==> src/rtl/game_flow_ctrl.sv <==
// Top-level screen flow: centre-button debounce and MENU -> COUNTDOWN -> PLAYING -> MENU.
// Define GAME_FLOW_COUNTDOWN_EN to build the COUNTDOWN screen; without it MENU goes straight to PLAYING.
module game_flow_ctrl #(
  parameter int unsigned DEBOUNCE_CYCLES = 4,
  parameter int unsigned TICK_CYCLES     = 10,
  parameter int unsigned HOLD_CYCLES     = 20
) (
  input  logic       clk,
  input  logic       reset,
  input  logic       btnC,
  input  logic       round_over,
  output logic       btn_pulse,
  output logic       game_start,
  output logic [1:0] screen_sel,
  output logic [1:0] countdown_val
);

  localparam int unsigned DB_W   = (DEBOUNCE_CYCLES > 1) ? $clog2(DEBOUNCE_CYCLES) : 1;
  localparam int unsigned HOLD_W = (HOLD_CYCLES > 1) ? $clog2(HOLD_CYCLES) : 1;

  if (DEBOUNCE_CYCLES < 1 || TICK_CYCLES < 1 || HOLD_CYCLES < 1) begin : g_param_check
    $error("game_flow_ctrl: cycle-count parameters must be at least 1");
  end

  // Screen encoding doubles as the screen_sel value.
`ifdef GAME_FLOW_COUNTDOWN_EN
  localparam int unsigned TICK_W = (TICK_CYCLES > 1) ? $clog2(TICK_CYCLES) : 1;
  typedef enum logic [1:0] {
    ST_MENU      = 2'd0,
    ST_COUNTDOWN = 2'd1,
    ST_PLAYING   = 2'd2
  } state_t;
`else
  typedef enum logic [1:0] {
    ST_MENU    = 2'd0,
    ST_PLAYING = 2'd2
  } state_t;
`endif

  state_t state, state_nxt;

  logic              s0, s1;
  logic              stable, stable_nxt;
  logic [DB_W-1:0]   db_cnt, db_cnt_nxt;
  logic              armed, armed_nxt;
  logic [HOLD_W-1:0] hold_cnt, hold_cnt_nxt;
  logic              hold_end;

`ifdef GAME_FLOW_COUNTDOWN_EN
  logic [TICK_W-1:0] tick_cnt, tick_cnt_nxt;
  logic [1:0]        cd_val, cd_val_nxt;
`endif

  // Debounce: stable follows s1 only after DEBOUNCE_CYCLES consecutive differing samples.
  always_comb begin
    stable_nxt = stable;
    db_cnt_nxt = '0;
    if (s1 != stable) begin
      if (db_cnt == DB_W'(DEBOUNCE_CYCLES - 1)) begin
        stable_nxt = s1;
      end else begin
        db_cnt_nxt = db_cnt + DB_W'(1);
      end
    end
  end

  always_ff @(posedge clk) begin
    if (!reset) begin
      s0        <= 1'b0;
      s1        <= 1'b0;
      stable    <= 1'b0;
      db_cnt    <= '0;
      btn_pulse <= 1'b0;
    end else begin
      s0        <= btnC;
      s1        <= s0;
      stable    <= stable_nxt;
      db_cnt    <= db_cnt_nxt;
      btn_pulse <= stable_nxt & ~stable;
    end
  end

  // State and counter registers.
  always_ff @(posedge clk) begin
    if (!reset) begin
      state    <= ST_MENU;
      armed    <= 1'b0;
      hold_cnt <= '0;
`ifdef GAME_FLOW_COUNTDOWN_EN
      tick_cnt <= '0;
      cd_val   <= 2'd0;
`endif
    end else begin
      state    <= state_nxt;
      armed    <= armed_nxt;
      hold_cnt <= hold_cnt_nxt;
`ifdef GAME_FLOW_COUNTDOWN_EN
      tick_cnt <= tick_cnt_nxt;
      cd_val   <= cd_val_nxt;
`endif
    end
  end

  // Next-state logic; the hold abort arms only on a press seen while PLAYING.
  always_comb begin
    state_nxt    = state;
    armed_nxt    = armed;
    hold_cnt_nxt = hold_cnt;
    hold_end     = 1'b0;
`ifdef GAME_FLOW_COUNTDOWN_EN
    tick_cnt_nxt = tick_cnt;
    cd_val_nxt   = cd_val;
`endif
    case (state)
      ST_MENU: begin
        armed_nxt    = 1'b0;
        hold_cnt_nxt = '0;
        if (btn_pulse) begin
`ifdef GAME_FLOW_COUNTDOWN_EN
          state_nxt    = ST_COUNTDOWN;
          tick_cnt_nxt = '0;
          cd_val_nxt   = 2'd3;
`else
          state_nxt    = ST_PLAYING;
`endif
        end
      end
`ifdef GAME_FLOW_COUNTDOWN_EN
      ST_COUNTDOWN: begin
        if (tick_cnt == TICK_W'(TICK_CYCLES - 1)) begin
          tick_cnt_nxt = '0;
          if (cd_val == 2'd1) begin
            state_nxt  = ST_PLAYING;
            cd_val_nxt = 2'd0;
          end else begin
            cd_val_nxt = cd_val - 2'd1;
          end
        end else begin
          tick_cnt_nxt = tick_cnt + TICK_W'(1);
        end
      end
`endif
      ST_PLAYING: begin
        if (!stable) begin
          armed_nxt    = 1'b0;
          hold_cnt_nxt = '0;
        end else if (armed || btn_pulse) begin
          armed_nxt = 1'b1;
          if (hold_cnt == HOLD_W'(HOLD_CYCLES - 1)) begin
            hold_end = 1'b1;
          end else begin
            hold_cnt_nxt = hold_cnt + HOLD_W'(1);
          end
        end
        if (round_over || hold_end) begin
          state_nxt    = ST_MENU;
          armed_nxt    = 1'b0;
          hold_cnt_nxt = '0;
        end
      end
      default: begin
        state_nxt    = ST_MENU;
        armed_nxt    = 1'b0;
        hold_cnt_nxt = '0;
      end
    endcase
  end

  // Screen outputs registered from the next state so they move with the state.
  always_ff @(posedge clk) begin
    if (!reset) begin
      game_start <= 1'b0;
      screen_sel <= 2'd0;
    end else begin
      game_start <= (state_nxt == ST_PLAYING);
      screen_sel <= 2'(state_nxt);
    end
  end

`ifdef GAME_FLOW_COUNTDOWN_EN
  assign countdown_val = cd_val;
`else
  assign countdown_val = 2'd0;
`endif

endmodule

==> config.mk <==
export PLATFORM = sky130hd
export DESIGN_NAME = game_flow_ctrl
export DESIGN_NICKNAME = d
export VERILOG_FILES = /design/src/rtl/game_flow_ctrl.sv
export SDC_FILE = /design/constraint.sdc
export NUM_CORES = 1
export LEC_CHECK = 0
export BUFFER_PORTS_ARGS = -buffer_cell sky130_fd_sc_hd__buf_2
export CAP_MARGIN = 20
export CORE_MARGIN = 2
export CORE_UTILIZATION = 46
export DETAILED_ROUTE_END_ITERATION = 8
export HOLD_SLACK_MARGIN = 0.05
export PLACE_DENSITY = 0.7
export REMOVE_ABC_BUFFERS = 1
export SLEW_MARGIN = 20
export SYNTH_ARGS = -nofsm -noshare
export SYNTH_HDL_FRONTEND = slang
export SYNTH_SLANG_ARGS = --single-unit
==> constraint.sdc <==
create_clock -name clk -period 1.28 [get_ports clk]
set_input_delay 0.256 -clock clk [delete_from_list [all_inputs] [get_ports clk]]
set_output_delay 0.256 -clock clk [all_outputs]
set_load 0.01 [all_outputs]
==> metrics <==
slowest stage delay, CP 0.43 ns; fin crit share 97.9%; critical path buffer and inverter count 0; largest net degree at the start of global routing 11; Clock Pin Slew Worst Setup and Hold Paths 0.10 ns; first-pass GRT wire length 1710 µm; sequential cell area fraction in the yosys report 49.7%; Avg Cell Area, Syn 10.1 µm²; total number of vias 474; Ports 10; GRT overflow 0; number of diodes 0; CP Capture Point hold_cnt[3]; most numerous cell in the Yosys netlist dfxtp_1; Synth top area share 49.7%; crit start category flop; area of the multi-input gates 320 µm²; Max stage delay cell, worst path or4b_1; Largest delay share family, worst path simple AND/OR/NAND/NOR gates; min-delay worst type input pin to flop; die height 40.2 µm; Mapped Cells 60; Final nets 85; vias in the first global route 398; Worst path depth 4; CTS buffer count 3; fill count 116; register bit total from synthesis 15; fmax 0.798 GHz; ANT nets after route 0; worst skew pair latency 0.30 ns; Yosys Warn Count 0; Clock Tree Buf Depth 2; CTS sink cnt 15; All-Layer GR Usage 16.9%; Post-synth top flop dfxtp_1; Worst setup EP type flop; drt total wl 1100 µm; Setup Skew 0.00364 ns; Synth top cells by count dfxtp_1, a21oi_1, nand2_1; ys async rst share 0%; initial antenna violation count 0; crit path kind flop to flop; die width 40.2 µm; synth top area cells dfxtp_1, a21oi_1, ha_1; worst-path cell chain ha_4 -> nand4bb_4 -> or4b_1 -> a21oi_1; reg2reg start hold_cnt[1]; worst slack, placed -0.0175 ns; Synth area leader dfxtp_1; critical path fanouts, max 4; Iter 0 DRT Violations 7; Max Slew Vio Count 0; Core Box Area 1270 µm²; area post-placement 696 µm²; sequential cell area 303 µm²; crit path from hold_cnt[1]; HPWL Detailed 804 µm; Worst EP required 1.51 ns; # DRC 0; Final Critical Period 1.25 ns; Layout Cell Area excl Fill 759 µm²; PD cells 1030 nW/µm²; GP Congestion 0.708; routed vias/inst 5.10; IO buf count 7; number of distinct library cells after synthesis 27; reg2reg setup slack 0.03 ns; outcome finished, final reports clean; initial core utilization 47.6%; row count 13; Area Overhead vs Synth 25.7%; CTS root buf clkbuf_4; drt wl/cell 11.9 µm; H-tree depth 1; ratio of cells with drive above 1 in the final layout 29.5%; crit path DAT 1.48 ns; cts-stage hold buffer count 0; maximum vdd drop 0.932 mV; full die area 1620 µm²; min setup slack post-route 0.0272 ns; max_cap viols 0; RSZ-0062 raised after global routing true; DRT Pass-1 Iters 4; worst reg2reg path endpoint hold_cnt[3]; Final Hold Vio Count 0; Setup-failing EPs final 0; CTS tree built; FF-to-FF path depth 4; Post-synth EDFFs 0; P_leak 0.278 nW; Cell Area, Synth 604 µm²
-- metrics by stage --
stage	util (%)	std cells	hold WS (ns)	setup TNS [ns]	power, mW
final	59.9	93	0.158	0	0.786
after global routing	59.9	93	0.160	-0.0536	0.816
after CTS	58.1	93	0.157	0	0.791
after detailed placement	54.8	88	0.419	-0.0175	0.505
after global placement	54.8	88	0.415	0	0.505
after floorplan	-	60	0.378	0	0.496
-- final cells by class --
cell class,instances,area share [%]
Sequential cell,15,39.9
Tap cell,15,2.47
Clock buffer,3,2.97
Timing Repair Buffer,14,11.5
Clock inverter,1,0.988
Multi-Input combinational cell,45,42.2
-- registers in the layout, indices dropped and copies added, names as in the netlist --
register and flops:
armed 1, screen_sel 2, stable 1, s0 1, s1 1, db_cnt 2, hold_cnt 5, btn_pulse 1
game_start 1
-- power breakdown --
part,internal (mW),leakage (nW),switching (mW),total [mW]
Sequential,0.472,0.123,0.00244,0.474
Combinational,0.0101,0.142,0.00999,0.0201
Clock,0.119,0.0139,0.172,0.291
-- placed cells by master (no fill, tap or decap), drive strengths merged, types with 2 or more instances in the layout --
| cell type | netlist | final |
|---|---|---|
| dfxtp | 15 | 15 |
| buf | 2 | 14 |
| a21oi | 6 | 6 |
| nand2 | 5 | 5 |
| o21ai | 5 | 5 |
| nand2b | 3 | 3 |
| conb | 1 | 3 |
| clkbuf | 0 | 3 |
| nor3b | 2 | 2 |
| and2 | 2 | 2 |
| nor2b | 2 | 2 |
| nand4bb | 2 | 2 |
| ha | 2 | 2 |
-- kinds of logic (layout without fill, tap and decap cells) --
family                   count (synthesis)  count (layout)  synth area share [%]
adder cells (fa/ha/maj)                  2               2                  4.14
AO/OA/AOI/OAI                           13              13                  11.4
AND/OR/NAND/NOR                         26              26                  30.2
buffers and inverters                    2              18                  2.48
XOR/XNOR                                 1               1                  1.45
other                                    1               3                 0.621
flip-flops                              15              15                  49.7
-- worst min-delay path by stage --
stage	startpoint	endpoint	slack, ns	depth (start not counted)
2_1_floorplan	reset	s0	0.38	1
3_3_place_gp	s0	s1	0.41	1
3_5_place_dp	s0	s1	0.42	1
4_1_cts	btnC	s0	0.16	2
5_1_grt	btnC	s0	0.16	2
6_report	btnC	s0	0.16	2
-- timing repair --
action | in CTS | in global routing
pin swaps | 1 | 1
hold endpoints to repair | 0 | 0
setup buffers | 1 | 0
gates resized for setup | 2 | 3
endpoints found under the setup margin | 1 | 3
-- routing by layer --
layer	up-vias	track usage, %	wire length, µm
met3	2	5.00	66
met1	211	21.8	529
met5	-	0	0
met4	0	10.0	26
met2	16	24.6	480
li1	245	-	-
(Power assumes the default switching activity.)
